`src/rtl/serv_regfile_ctrl.sv`:
```
// Parallel-request initiator for the bit-serial 32x32 register file: issues go, waits for ready,
// deserialises rs1/rs2, optionally streams a full 32-bit rd write, then presents the response.
module serv_regfile_ctrl #(
  parameter int READY_TIMEOUT = 7
) (
  input  logic        i_clk,
  input  logic        i_rst,
  input  logic        i_req_valid,
  output logic        o_req_ready,
  input  logic [4:0]  i_rs1_addr,
  input  logic [4:0]  i_rs2_addr,
  input  logic [4:0]  i_rd_addr,
  input  logic        i_rd_we,
  input  logic [31:0] i_rd_data,
  output logic        o_rsp_valid,
  input  logic        i_rsp_ready,
  output logic [31:0] o_rs1_data,
  output logic [31:0] o_rs2_data,
  output logic        o_err,
  output logic        o_rf_go,
  input  logic        i_rf_ready,
  output logic [4:0]  o_rf_rs1_addr,
  output logic [4:0]  o_rf_rs2_addr,
  input  logic        i_rf_rs1,
  input  logic        i_rf_rs2,
  output logic        o_rf_rd_en,
  output logic [4:0]  o_rf_rd_addr,
  output logic        o_rf_rd
);

  // state | meaning
  // IDLE  | o_req_ready high, waiting for a request
  // GO    | o_rf_go pulse is on the wire
  // WAIT  | waiting for i_rf_ready, bounded by READY_TIMEOUT
  // READ  | 32 cycles shifting in rs1/rs2, LSB first
  // WRITE | 32 cycles streaming rd data, LSB first
  // RESP  | o_rsp_valid held until i_rsp_ready
  typedef enum logic [2:0] {IDLE, GO, WAIT, READ, WRITE, RESP} state_t;

  state_t      state;
  logic [4:0]  cnt;
  logic [31:0] rd_data;
  logic        rd_we;

  always_ff @(posedge i_clk) begin
    if (i_rst) begin
      state         <= IDLE;
      cnt           <= '0;
      rd_data       <= '0;
      rd_we         <= 1'b0;
      o_req_ready   <= 1'b1;
      o_rsp_valid   <= 1'b0;
      o_rs1_data    <= '0;
      o_rs2_data    <= '0;
      o_err         <= 1'b0;
      o_rf_go       <= 1'b0;
      o_rf_rs1_addr <= '0;
      o_rf_rs2_addr <= '0;
      o_rf_rd_en    <= 1'b0;
      o_rf_rd_addr  <= '0;
      o_rf_rd       <= 1'b0;
    end else begin
      case (state)
        IDLE: begin
          if (i_req_valid) begin
            o_req_ready   <= 1'b0;
            o_rf_rs1_addr <= i_rs1_addr;
            o_rf_rs2_addr <= i_rs2_addr;
            o_rf_rd_addr  <= i_rd_addr;
            rd_data       <= i_rd_data;
            // x0 is hardwired; never start a write stream for it
            rd_we         <= i_rd_we && (i_rd_addr != 5'd0);
            o_rs1_data    <= '0;
            o_rs2_data    <= '0;
            o_err         <= 1'b0;
            o_rf_go       <= 1'b1;
            state         <= GO;
          end
        end
        GO: begin
          o_rf_go <= 1'b0;
          cnt     <= '0;
          state   <= WAIT;
        end
        WAIT: begin
          if (i_rf_ready) begin
            cnt   <= '0;
            state <= READ;
          end else if (cnt == 5'(READY_TIMEOUT - 1)) begin
            o_err       <= 1'b1;
            o_rsp_valid <= 1'b1;
            state       <= RESP;
          end else begin
            cnt <= cnt + 5'd1;
          end
        end
        READ: begin
          o_rs1_data <= {i_rf_rs1, o_rs1_data[31:1]};
          o_rs2_data <= {i_rf_rs2, o_rs2_data[31:1]};
          cnt        <= cnt + 5'd1;
          if (cnt == 5'd31) begin
            if (rd_we) begin
              o_rf_rd_en <= 1'b1;
              o_rf_rd    <= rd_data[0];
              state      <= WRITE;
            end else begin
              o_rsp_valid <= 1'b1;
              state       <= RESP;
            end
          end
        end
        WRITE: begin
          cnt <= cnt + 5'd1;
          // always a full 32-bit burst so the regfile's bit counter stays aligned
          if (cnt == 5'd31) begin
            o_rf_rd_en  <= 1'b0;
            o_rf_rd     <= 1'b0;
            o_rsp_valid <= 1'b1;
            state       <= RESP;
          end else begin
            o_rf_rd <= rd_data[cnt + 5'd1];
          end
        end
        RESP: begin
          if (i_rsp_ready) begin
            o_rsp_valid <= 1'b0;
            o_err       <= 1'b0;
            o_req_ready <= 1'b1;
            state       <= IDLE;
          end
        end
        default: state <= IDLE;
      endcase
    end
  end

endmodule

```
`config.mk`:
```
export PLATFORM = sky130hd
export DESIGN_NAME = serv_regfile_ctrl
export DESIGN_NICKNAME = d
export VERILOG_FILES = /design/src/rtl/serv_regfile_ctrl.sv
export SDC_FILE = /design/constraint.sdc
export NUM_CORES = 1
export LEC_CHECK = 0
export BUFFER_PORTS_ARGS = -buffer_cell sky130_fd_sc_hd__buf_2
export CORE_MARGIN = 3
export CORE_UTILIZATION = 40
export DETAILED_ROUTE_END_ITERATION = 7
export GPL_ROUTABILITY_DRIVEN = 0
export SLEW_MARGIN = 20
export SYNTH_ARGS = -nofsm -noshare
export SYNTH_HDL_FRONTEND = slang
export SYNTH_SLANG_ARGS = --single-unit
```
`constraint.sdc`:
```
create_clock -name i_clk -period 2.5 [get_ports i_clk]
set_clock_uncertainty 0.15 [all_clocks]
set_input_delay 0.25 -clock i_clk [delete_from_list [all_inputs] [get_ports i_clk]]
set_output_delay 0.25 -clock i_clk [all_outputs]
set_load 0.01 [all_outputs]
```
== Yosys cells after proc, flatten, opt, wreduce, memory -nomap -nowiden ==
Index checks and enable logic that the tools add are counted.
Word-level totals
  input port bits: 55
  register bits: 126
  output and inout bits: 85
  logic and storage cells: 92
Cells by class
  add/subtract/negate cells: 1
  equality and inequality tests: 17
  muxes and demuxes: 37
  order comparisons: 1
  reduce and logical (&&, ||, !) cells: 21
Operators by type and width (count)
  $pmux 32 s2: 2
  $mux 32: 1
  $mux 3: 6
  $pmux 3 s6: 1
  $mux 1: 17
  $ne 2x2->1 const B: 8
  $pmux 5 s3: 1
  $mux 5: 2
  $reduce_and 5->1: 2
  $pmux 1 s2: 4
  $reduce_and 2->1: 4
  $reduce_bool 2->1: 4
  $reduce_and 7->1: 1
  $eq 3x2->1 const B: 2
  $eq 3x3->1 const B: 2
  $lt 5x6->1 const B: 1
  $ne 3x3->1 const B: 2
  $reduce_and 3->1: 2
  $reduce_bool 3->1: 2
  $add 5x1->5 const B: 1
  $bmux 1 s5: 1
  $eq 5x3->1 const B: 1
  $eq 5x5->1 const B: 1
  $reduce_bool 5->1: 1
  8 further kinds: 8

== Longest topological paths before layout ==
  word-level depth: 5
  gate-level depth with buffers: 9
  gate-level depth less buffers: 8

== Least setup slack after synthesis ==
No wires, ideal clock.
  path kind: register -> register
  from: register cnt[0]
  to: register o_rf_rd
  data required time: 2227 ps
  library setup time: 123 ps
  clock period less this slack: 2270 ps
  stages on the path, launching flop included: 9
  buffers on the path: 2
  slack: 230 ps
  data arrival time: 1997 ps
  cell sequence: dfxtp_1 -> clkbuf_1 -> inv_1 -> ha_1 -> buf_2 -> mux4_1 -> mux2_2 -> o2bb2a_4 -> o211ai_2
Between the ends
  cells in the longest elaborated chain, start to end: 5
  elaborated cells on any way between the ends: 8
  those cells by class: add/sub: 1; eq/ne: 2; mux: 4; reduce/logical: 1
RTL lines
  start: declaration: line 41  | logic [4:0] cnt;
  start signal: assignment: line 94  | cnt <= cnt + 5'd1;
  start signal: assignment: line 100  | cnt <= cnt + 5'd1;
  start signal: assignment: line 113  | cnt <= cnt + 5'd1;
  $add 5x1->5: line 121  | o_rf_rd <= rd_data[cnt + 5'd1];
  $bmux 1 s5: line 121
  $mux 1 (implied by the code): line 121
  $mux 1: line 115  | if (cnt == 5'd31) begin
  $pmux 1 s2: line 63  | case (state)
  end signal: assignment: line 104  | o_rf_rd <= rd_data[0];
  end signal: assignment: line 121
  end: declaration: line 28  | output logic o_rf_rd
Several ways; a longest one is shown, not always the timed one. The select of a mux whose other input is x is not followed.
A chain may end at the register's enable or synchronous reset.

== Worst setup path in the final report ==
  from: register cnt[1]
  to: register o_rf_rd
The elaborated chain is that of the path after synthesis.

==> results_dict.tcl <==
set metrics [dict create \
    grt_pass1_vias 4689 \
    crit_path_max_fanout 5 \
    place_area_um2 5870 \
    path_delay_family "multiplexers" \
    yosys-top-cells-count "166 x nand2_1, 126 x dfxtp_1, 116 x a21oi_1, 70 x nand3_1, 41 x clkbuf_1" \
    hp-class "in -> reg" \
    ys_ff_latch 126 \
    syn_area_um2 5040 \
    insertion_delay_ns 0.41 \
    ys_types 44 \
    timing.final.crit_period_ns 2.38 \
    final_nets 840 \
    start_util 0.415 \
    clk_path_buf_depth 2 \
    layout-drive-gt1-share 0.239 \
    die_w_um 118 \
    synth_most_common_cell "nand2_1" \
    status "finished clean" \
    numCtsBuffers 17 \
    vias 4916 \
    finalSetupTns_ns 0 \
    crit_cells 6 \
    powerDensity_nw_per_um2 899 \
    async_flop_share 0 \
    critPathLaunchType "flip-flop" \
    rows 40 \
    synth_top_area_frac 0.500 \
    synth-edff-count 0 \
    dpl.hpwl_um 8720 \
    cp.arrival_ns 2.52 \
    required_ns 2.64 \
    synth-seq-area-share 0.500 \
    period_share 0.951 \
    maxSlewViolCount 0 \
    antennaDiodeCount 0 \
    path_class "reg -> reg" \
    ys_warn_count 0 \
    synth.top_cells.by_area "dfxtp_1 50%, nand2_1 12%, a21oi_1 12%" \
    max_cap_violations 0 \
    slowest_stage "mux4_1" \
    dr.pass1.iters 4 \
    slew_headroom 0.561 \
    portBuffers 139 \
    num_io_pins 140 \
    p_leak_nw 2.88 \
    antenna_found_initial 0 \
    avgSynthCellArea_um2 8.19 \
    antenna_left 0 \
    design_area_um2 6980 \
    first_iter_violations 331 \
    tightest_slew_ns 0.658 \
    die_y_um 118 \
    core-area_um2 12200 \
    viasPerCell 5.10 \
    post-cts-setup-buffer-count 0 \
    htreeDepth 4 \
    endpoint_kind "flip-flop" \
    dieArea_um2 14000 \
    setup_viol_count_final 0 \
    worst-path-buf-inv 0 \
    area_growth_pct 38.3 \
    cts_tree "yes" \
    overflow 0 \
    slowest_delay_ns 0.59 \
    path_cells "ha_1 > xor2_4 > mux4_1 > mux2_2 > o2bb2a_4 > o211ai_2" \
    grt_pass1_wl_um 23600 \
    clock.fmax_mhz 421 \
    ir_worst_vdd_mv 0.559 \
    hold_violations 0 \
    synth_area_leader_cell "dfxtp_1" \
    rsz0062_at_grt "false" \
    wirelength_um 14100 \
    synthFlopType "dfxtp_1" \
    fillers 1116 \
    path_clk_slew_ns 0.05 \
    track_usage 0.207 \
    grt_max_degree 105 \
    fin_util 0.574 \
    hold_depth 2 \
    syn-num-nets 674 \
    drc 0 \
    wl_per_cell_um 14.7 \
    r2r_cells 6 \
    root_buffer "clkbuf_16" \
    netlist_instances 616 \
    cts.sinks 126 \
]
## path summary, 6_finish.rpt
kind / from / slack (ns) / end
max: cnt[1] / 0.12 / o_rf_rd
min: i_rst / 0.07 / cnt[3]
max reg2reg: cnt[1] / 0.12 / o_rf_rd
min reg2reg: o_req_ready / 0.30 / o_req_ready
## power by group
| part | switching [W] | internal, W | leakage, nW | total (W) |
|---|---|---|---|---|
| logic | 0.000905 | 0.000513 | 1.56 | 0.00142 |
| registers | 0.000170 | 0.00220 | 1.02 | 0.00237 |
| clock network | 0.000865 | 0.00161 | 0.297 | 0.00248 |
| total | 0.00194 | 0.00433 | 2.88 | 0.00627 |
## logic make-up (layout without fill, tap and decap cells)
| logic type | count (synthesis) | count (layout) | synth area share |
|---|---|---|---|
| AND/OR/NAND/NOR | 267 | 267 | 0.228 |
| buffers and inverters | 59 | 238 | 0.0459 |
| flip-flops | 126 | 126 | 0.500 |
| adder cells (fa/ha/maj) | 3 | 3 | 0.00744 |
| AO/OA/AOI/OAI | 141 | 141 | 0.155 |
| multiplexers | 17 | 17 | 0.0543 |
| XOR/XNOR | 3 | 3 | 0.00893 |
## placed cells by master (no fill, tap or decap), drive strengths merged, types with 2 or more instances in the layout
cell type,netlist,final
clkbuf,41,21
nand2b,2,2
or4,3,3
a221oi,3,3
nor2,14,14
mux4,7,7
and3,2,2
o21ai,5,5
o211ai,2,2
a32oi,2,2
dlygate4sd3,0,51
nand3,70,70
a31oi,3,3
ha,3,3
xor2,2,2
mux2i,9,9
a21oi,116,116
clkinv,0,7
dfxtp,126,126
nand2,166,166
nor2b,5,5
buf,10,147
inv,8,8
bufinv,0,3
## routing by layer
metal | GRT usage | wire (µm) | vias up
met4 | 0.0806 | 274 | 0
met3 | 0.0718 | 858 | 22
met5 | 0 | 0 | -
met1 | 0.251 | 6030 | 2320
li1 | - | - | 2449
met2 | 0.336 | 6960 | 125
## flip-flops by register name, indices dropped and copies added (netlist names)
| signal | cells |
|---|---|
| o_rf_rd | 1 |
| state | 3 |
| o_rf_rd_addr | 5 |
| o_rs1_data | 32 |
| rd_data | 32 |
| o_rsp_valid | 1 |
| o_rs2_data | 32 |
| cnt | 5 |
| o_rf_rs2_addr | 5 |
| o_rf_go | 1 |
| rd_we | 1 |
| o_req_ready | 1 |
| o_rf_rd_en | 1 |
| o_err | 1 |
| o_rf_rs1_addr | 5 |
## layout make-up
type,count,area (µm²),area share
sequential,126,2520,0.361
multi-input combinational,431,2310,0.331
timing repair buffer,198,1310,0.187
clock buffer,21,460,0.0660
tap,168,210,0.0301
clock inverter,11,140,0.0201
inverter,8,30.0,0.00430
## per-stage QoR
step | hold slack, ns | total power, W | cells | worst slack, ns
detailed placement | 0.286 | 0.00376 | 880 | 0.141
floorplan | 0.236 | 0.00335 | 616 | 0.230
global placement | 0.279 | 0.00373 | 880 | 0.216
global route | 0.0502 | 0.00661 | 963 | 0.00265
CTS | 0.0325 | 0.00632 | 963 | 0.121
finish | 0.0653 | 0.00627 | 963 | 0.123
## repair_timing
item / 4_1_cts / 5_1_grt
endpoints found under the hold margin: 51 / 0
resized for setup: 0 / 0
hold buffers: 51 / 0
## worst register-to-register path: cells and delay by family, from the launching register on
| family | cells | cell delay [ns] |
|---|---|---|
| xor+xnor | 1 | 0.28 |
| flops | 1 | 0.38 |
| compound gates | 2 | 0.26 |
| fa+ha+maj | 1 | 0.31 |
| mux | 2 | 0.89 |
Note: power is estimated with default switching activity, not from simulation.
